## src/rtl/z80_bus_bridge.sv

```systemverilog
// z80_bus_bridge
//   Turns each Z80 memory or I/O cycle into one req/ack transaction on a
//   synchronous memory port or I/O port. The CPU is held with cpu_wait_n
//   until the transaction finishes, then the read data goes out on cpu_di.
//
// Ports
//   clk, reset_n                 clock, asynchronous active-low reset
//   cpu_a, cpu_dout              CPU address / write data
//   cpu_*_n strobes              mreq, iorq, rd, wr, m1, rfsh (active-low)
//   cpu_di, cpu_wait_n           read data to the CPU (registered) and wait
//   mem_req/we/addr/wdata        memory port request (held until ack)
//   mem_ack, mem_rdata           memory completion pulse and read data
//   io_req/we/addr/wdata         I/O port request (held until ack)
//   io_ack, io_rdata             I/O completion pulse and read data
//   timeout_err                  sticky, set when any request times out
module z80_bus_bridge #(
    parameter logic [7:0]  INT_VECTOR = 8'hFF,
    parameter int unsigned TIMEOUT    = 255
) (
    input  logic        clk,
    input  logic        reset_n,
    input  logic [15:0] cpu_a,
    input  logic [7:0]  cpu_dout,
    input  logic        cpu_mreq_n,
    input  logic        cpu_iorq_n,
    input  logic        cpu_rd_n,
    input  logic        cpu_wr_n,
    input  logic        cpu_m1_n,
    input  logic        cpu_rfsh_n,
    output logic [7:0]  cpu_di,
    output logic        cpu_wait_n,
    output logic        mem_req,
    output logic        mem_we,
    output logic [15:0] mem_addr,
    output logic [7:0]  mem_wdata,
    input  logic        mem_ack,
    input  logic [7:0]  mem_rdata,
    output logic        io_req,
    output logic        io_we,
    output logic [7:0]  io_addr,
    output logic [7:0]  io_wdata,
    input  logic        io_ack,
    input  logic [7:0]  io_rdata,
    output logic        timeout_err
);

    typedef enum logic [1:0] {IDLE, MEM, IO, DONE} state_t;

    // Last count value before a stalled request is forced to complete.
    localparam logic [9:0] CNT_LAST = 10'(TIMEOUT - 1);

    state_t      state_q, state_d;
    logic [7:0]  cpu_di_q, cpu_di_d;
    logic        mem_req_q, mem_req_d;
    logic        mem_we_q, mem_we_d;
    logic [15:0] mem_addr_q, mem_addr_d;
    logic [7:0]  mem_wdata_q, mem_wdata_d;
    logic        io_req_q, io_req_d;
    logic        io_we_q, io_we_d;
    logic [7:0]  io_addr_q, io_addr_d;
    logic [7:0]  io_wdata_q, io_wdata_d;
    logic [9:0]  cnt_q, cnt_d;
    logic        timeout_err_q, timeout_err_d;

    logic intack, rw, mem_start, io_start;

    // Start decode. INTACK outranks a memory cycle; an I/O cycle needs m1
    // high, so it can never coincide with INTACK.
    always_comb begin
        intack    = ~cpu_m1_n & ~cpu_iorq_n;
        rw        = ~cpu_rd_n | ~cpu_wr_n;
        mem_start = ~intack & ~cpu_mreq_n & cpu_rfsh_n & rw;
        io_start  = ~intack & ~mem_start & ~cpu_iorq_n & cpu_m1_n & rw;
    end

    always_comb begin
        state_d       = state_q;
        cpu_di_d      = cpu_di_q;
        mem_req_d     = mem_req_q;
        mem_we_d      = mem_we_q;
        mem_addr_d    = mem_addr_q;
        mem_wdata_d   = mem_wdata_q;
        io_req_d      = io_req_q;
        io_we_d       = io_we_q;
        io_addr_d     = io_addr_q;
        io_wdata_d    = io_wdata_q;
        cnt_d         = cnt_q;
        timeout_err_d = timeout_err_q;
        case (state_q)
            IDLE: begin
                if (intack) begin
                    cpu_di_d = INT_VECTOR;
                    state_d  = DONE;
                end else if (mem_start) begin
                    mem_addr_d  = cpu_a;
                    mem_wdata_d = cpu_dout;
                    mem_we_d    = ~cpu_wr_n;
                    mem_req_d   = 1'b1;
                    cnt_d       = '0;
                    state_d     = MEM;
                end else if (io_start) begin
                    io_addr_d  = cpu_a[7:0];
                    io_wdata_d = cpu_dout;
                    io_we_d    = ~cpu_wr_n;
                    io_req_d   = 1'b1;
                    cnt_d      = '0;
                    state_d    = IO;
                end
            end
            MEM: begin
                // Ack is checked first so it wins over a same-cycle timeout.
                if (mem_ack && mem_req_q) begin
                    mem_req_d = 1'b0;
                    if (!mem_we_q) cpu_di_d = mem_rdata;
                    state_d = DONE;
                end else if (cnt_q == CNT_LAST) begin
                    mem_req_d     = 1'b0;
                    cpu_di_d      = 8'hFF;
                    timeout_err_d = 1'b1;
                    state_d       = DONE;
                end else begin
                    cnt_d = cnt_q + 10'd1;
                end
            end
            IO: begin
                if (io_ack && io_req_q) begin
                    io_req_d = 1'b0;
                    if (!io_we_q) cpu_di_d = io_rdata;
                    state_d = DONE;
                end else if (cnt_q == CNT_LAST) begin
                    io_req_d      = 1'b0;
                    cpu_di_d      = 8'hFF;
                    timeout_err_d = 1'b1;
                    state_d       = DONE;
                end else begin
                    cnt_d = cnt_q + 10'd1;
                end
            end
            DONE: begin
                // Wait for the CPU cycle to end so held strobes can't retrigger.
                if (cpu_rd_n && cpu_wr_n && cpu_iorq_n) state_d = IDLE;
            end
            default: state_d = IDLE;
        endcase
    end

    always_ff @(posedge clk or negedge reset_n) begin
        if (!reset_n) begin
            state_q       <= IDLE;
            cpu_di_q      <= 8'hFF;
            mem_req_q     <= 1'b0;
            mem_we_q      <= 1'b0;
            mem_addr_q    <= '0;
            mem_wdata_q   <= '0;
            io_req_q      <= 1'b0;
            io_we_q       <= 1'b0;
            io_addr_q     <= '0;
            io_wdata_q    <= '0;
            cnt_q         <= '0;
            timeout_err_q <= 1'b0;
        end else begin
            state_q       <= state_d;
            cpu_di_q      <= cpu_di_d;
            mem_req_q     <= mem_req_d;
            mem_we_q      <= mem_we_d;
            mem_addr_q    <= mem_addr_d;
            mem_wdata_q   <= mem_wdata_d;
            io_req_q      <= io_req_d;
            io_we_q       <= io_we_d;
            io_addr_q     <= io_addr_d;
            io_wdata_q    <= io_wdata_d;
            cnt_q         <= cnt_d;
            timeout_err_q <= timeout_err_d;
        end
    end

    // Wait is asserted combinationally in the strobe cycle itself so the CPU
    // never samples cpu_di before the transaction has finished.
    assign cpu_wait_n  = ~((state_q == MEM) || (state_q == IO) ||
                           ((state_q == IDLE) && (mem_start || io_start)));
    assign cpu_di      = cpu_di_q;
    assign mem_req     = mem_req_q;
    assign mem_we      = mem_we_q;
    assign mem_addr    = mem_addr_q;
    assign mem_wdata   = mem_wdata_q;
    assign io_req      = io_req_q;
    assign io_we       = io_we_q;
    assign io_addr     = io_addr_q;
    assign io_wdata    = io_wdata_q;
    assign timeout_err = timeout_err_q;

endmodule

```

## config.mk

```make
export PLATFORM = sky130hd
export DESIGN_NAME = z80_bus_bridge
export DESIGN_NICKNAME = d
export VERILOG_FILES = /design/src/rtl/z80_bus_bridge.sv
export SDC_FILE = /design/constraint.sdc
export NUM_CORES = 1
export LEC_CHECK = 0
export BUFFER_PORTS_ARGS = -buffer_cell sky130_fd_sc_hd__buf_2
export CAP_MARGIN = 5
export CELL_PAD_IN_SITES_DETAIL_PLACEMENT = 1
export CELL_PAD_IN_SITES_GLOBAL_PLACEMENT = 1
export CORE_MARGIN = 2
export CORE_UTILIZATION = 40
export DETAILED_ROUTE_END_ITERATION = 10
export GPL_ROUTABILITY_DRIVEN = 0
export PLACE_DENSITY_LB_ADDON = 0.08
export SLEW_MARGIN = 40
export SYNTH_ARGS = -nofsm -noshare
export SYNTH_HDL_FRONTEND = slang
export SYNTH_SLANG_ARGS = --single-unit
export TNS_END_PERCENT = 50
```

## constraint.sdc

```tcl
create_clock -name clk -period 2.6 [get_ports clk]
set_clock_uncertainty 0.1 [all_clocks]
set_input_delay 0.13 -clock clk [delete_from_list [all_inputs] [get_ports clk]]
set_output_delay 0.13 -clock clk [all_outputs]
set_load 0.1 [all_outputs]
```

Word-level counts from Yosys, hierarchy flattened --
Cells that the tools add are included.
Word-level totals: bits in registers 65, input port bits 50, output and inout bits 54, logic and storage cells 105
Cells by class: $add $sub $neg 1, eq/ne operators 18, muxes and demuxes 36, bitwise operators 17, reduce and logical (&&, ||, !) cells 21
Operators with widths (number):
- 10-bit 2-to-1 mux | 6
- 8-bit 2-to-1 mux | 6
- 10-bit one-hot mux with 3 select lines | 1
- 8-bit one-hot mux with 3 select lines | 1
- 2-bit != test (second input constant) | 8
- 3-bit != test (second input constant) | 5
- 2-bit 2-to-1 mux | 7
- 4-bit AND reduction | 3
- 1-bit 2-to-1 mux | 11
- 10-bit by 1-bit adder with 10-bit output (second input constant) | 1
- 10-bit by 8-bit == test with 1-bit output (second input constant) | 1
- 5-bit AND reduction | 2
- 1-bit AND | 8
- 1-bit inverter | 8
- 2-bit one-hot mux with 4 select lines | 1
- 1-bit one-hot mux with 2 select lines | 3
- 3-bit AND reduction | 2
- 2-bit nonzero test | 3
- 1-bit logical AND | 5
- 2-bit == test (second input constant) | 2
- 4-bit != test (second input constant) | 1
- 1-bit logical OR | 3
- 3-bit nonzero test | 1
- 2-bit by 1-bit == test with 1-bit output (second input constant) | 1
- 3 further kinds | 3

Depth between registers and ports, before layout --
word-level depth 15, gate-level depth with buffers 7, mapped depth without buffers 6

Worst setup path before layout --
OpenSTA, ideal clock, no wires.
path type register to register, start reg io_req_q (netlist: io_req), end reg cnt_q[9], setup time 126 ps, arrival time 1947 ps, data required time 2374 ps, path slack 427 ps, cell stages (with the launch flop) 6, path buffers 1, period minus slack after synthesis 2173 ps, path through dfrtp_1 -> and3_1 -> buf_6 -> nand2b_2 -> a21o_1 -> a221o_1
Between the ends: longest elaborated chain between the ends 3
RTL lines:
- start: declaration | RTL line 58 | logic io_req_q, io_req_d;
- start signal: assignment | RTL line 168 | io_req_q <= io_req_d;
- 1-bit logical AND | RTL line 126 | if (io_ack && io_req_q) begin
- 2-bit != test (no line)
- 5-bit AND reduction (no line)
- end signal: assignment | RTL line 172 | cnt_q <= cnt_d;
- end: declaration | RTL line 62 | logic [9:0] cnt_q, cnt_d;
Every way passes these cells. A chain may end at the register's enable or synchronous reset.

Final worst setup path --
start reg state_q[0], end out cpu_wait_n
Between the ends: longest elaborated chain between the ends 4, elaborated cells between the ends (all ways) 7, those cells by class 2 x eq/ne; 1 x bitwise; 4 x reduce/logical
RTL lines:
- start: declaration | RTL line 52 | state_t state_q, state_d;
- start signal: assignment | RTL line 162 | state_q <= state_d;
- 2-bit by 1-bit == test with 1-bit output, or another cell as far along | RTL line 179 | assign cpu_wait_n = ~((state_q == MEM) || (state_q == IO) ||
- 1-bit logical OR / 1-bit logical AND (equally long branches) | RTL line 179, 180
- 1-bit logical OR * | RTL line 179
- 1-bit inverter * | RTL line 179
- end: declaration | RTL line 31 | output logic cpu_wait_n,
Every way passes the cells marked *; elsewhere a longest branch is shown, timed or not.

==> run metrics <==
initial core utilization=41.5%; vias per std cell=5.37; met2 wire len=4820 um; fillers=912; routed wire length=9680 um; top-count cell post-synth=dfrtp_1; RR Endpoint=mem_addr[4]$_DFFE_PN0P_; max_cap viols=0; Worst setup EP type=output port; largest net degree at the start of global routing=27; number of flops mapped to enable cells by yosys=0; chip width=96.8 um; post-synthesis sequential area ratio=47.5%; Slew headroom=49.8%; Mapped Cells=304; Num CTS Buffers=9; Post-CTS Resized=0; antenna cells=0; H-Tree Depth=3; Die Height=96.8 um; Tot GR Track Use=21.7%; CP required=2.37 ns; gr ovfl total=0; CP Class=register to output port; syn nets=360; initial antenna violation count=0; residual DRC count=0; Synth Flop Type=dfrtp_1; Worst Path Max Fanout=12; vias in the first global route=3260; R2R Path Start=state_q[0]$_DFFE_PN0P_; I/O Buffers=103; Post-CTS Setup Inserts=0; Bufs on Longest Clock Path=2; met3 WL=494 um; vias=2972; Max Fclk=0.423 GHz; Row Count=33; root buf cell=clkbuf_8; status=finished, final reports clean; Reg clk slew, reported paths=0.08 ns; Antenna Nets Post-Route=0; Synth area leader=dfrtp_1; Worst setup SP type=register; setup TNS=0 ns; most area-consuming cells after synthesis=dfrtp_1 41%, mux2_2 15%, dfstp_2 6.1%, a21oi_1 2.8%, nor2_1 2.7%; Layout area overhead=33.8%; RSZ-0062 raised after global routing=no; critical path arrival=2.13 ns; number of library cell types mapped by synthesis=59; CTS tree=yes; HPWL after DPL=6810 um; synthesized cell area=0.00345 mm2; clock insertion delay at the later pin of the skew report=0.34 ns; hold worst-path end=io_req$_DFFE_PN0P_; hold-fix buffer count after cts=26; average wire per standard cell=17.5 um; Core Area=0.00830 mm2; top-area cell type share of the netlist area=41.4%; clock sinks=65; ys async rst share=100%; Fin. Hold Viols=0; die area=0.00938 mm2; Register-to-Register Setup Slack=0.36 ns; top sig layer=met4; met1 WL=4220 um; Hold WC Path Type=primary input to register; number of DRC markers in iteration 0=95; most frequent cells after synthesis=57 x dfrtp_1, 47 x mux2_2, 25 x nor2_1; count of nets after finishing=499; I/O pin cnt=104; Slew Viols, Final=0; post-route clock period utilization=90.8%; final setup fails=0; flops & latches, synth=65; Avg Cell Area, Syn=11.3 um2; hold_sp=io_ack; Worst-Margin Slew=0.735 ns; Ys Warns=0; first-pass GRT wire length=16400 um; worst reg-to-reg path cell count=6; hold-critical path depth=3; drt first pass iters=4; fin crit period=2.36 ns; fraction of layout cells with a size suffix above 1=44.6%
## worst max-delay path: stages (launching register included)
cell and delay [ns]:
dfrtp_1 0.41, inv_1 0.12, ha_1 0.42, o211ai_2 0.31
and2_1 0.25, buf_2 0.28
## cells by family (layout without fill, tap and decap cells)
family	after synthesis	in the layout	share of synthesized area (%)
AOI/OAI and AO/OA	72	72	15.6
buffers and inverters	23	167	3.16
and+or+nand+nor	90	90	15.9
muxes	48	48	15.6
DFF	65	65	47.5
adders and majority gates	6	6	2.18
## layout by cell type (no fill, tap or decap), drive strengths merged, types with 5 or more instances in the layout
cell,n
a211oi,8
a21oi,19
and2,5
buf,114
clkbuf,10
dfrtp,57
dfstp,8
dlygate4sd3,26
ha,6
inv,12
mux2,47
nand2,11
nand3,11
nand4,8
nor2,25
nor4b,7
o21ai,5
## flip-flops by register name, indices dropped and copies added, names as in the netlist
register	cells
mem_we	1
mem_addr	16
cnt_q	10
io_we	1
timeout_err	1
state_q	2
cpu_di	8
mem_wdata	8
io_addr	8
mem_req	1
io_req	1
io_wdata	8
## area by class of cell
class | count | area [um2] | area share, %
sequential | 65 | 1640 | 35.5
clock inverter | 6 | 115 | 2.50
multi-input combinational | 216 | 1700 | 36.9
tap | 105 | 131 | 2.85
clock buffer | 10 | 128 | 2.77
timing repair buffer | 140 | 858 | 18.6
inverter | 11 | 41.3 | 0.895
## routing by layer
metal  track usage, %  vias up
li1                 -     1422
met1             26.8     1457
met2             36.9       80
met3             5.64       13
met4             7.04        0
met5                0        -
## how the worst max path moves through the flow
stage	start	end	slack, ns
5_1_grt	state_q[0]$_DFFE_PN0P_	cpu_wait_n	0.07
4_1_cts	state_q[0]$_DFFE_PN0P_	cpu_wait_n	0.24
3_5_place_dp	state_q[0]$_DFFE_PN0P_	mem_addr[4]$_DFFE_PN0P_	0.36
6_report	state_q[0]$_DFFE_PN0P_	cpu_wait_n	0.24
3_3_place_gp	state_q[1]$_DFFE_PN0P_	mem_addr[2]$_DFFE_PN0P_	0.45
2_1_floorplan	io_req$_DFFE_PN0P_	cnt_q[9]$_DFFE_PN0P_	0.43
## per-stage QoR
stage	hold slack [ns]	util [%]	setup WS, ns	cell area [um2]	std cells
2_1_floorplan	-0.266	-	0.427	3450	304
3_3_place_gp	0.0857	49.5	0.455	4110	511
3_5_place_dp	0.0891	49.5	0.360	4110	511
4_1_cts	0.00434	55.6	0.242	4610	553
5_1_grt	0.0240	55.6	0.0730	4610	553
6_report	0.0144	55.6	0.238	4610	553
Power is not shown: default switching activity piles up to over one toggle a cycle in this logic, so the estimate is an artifact.
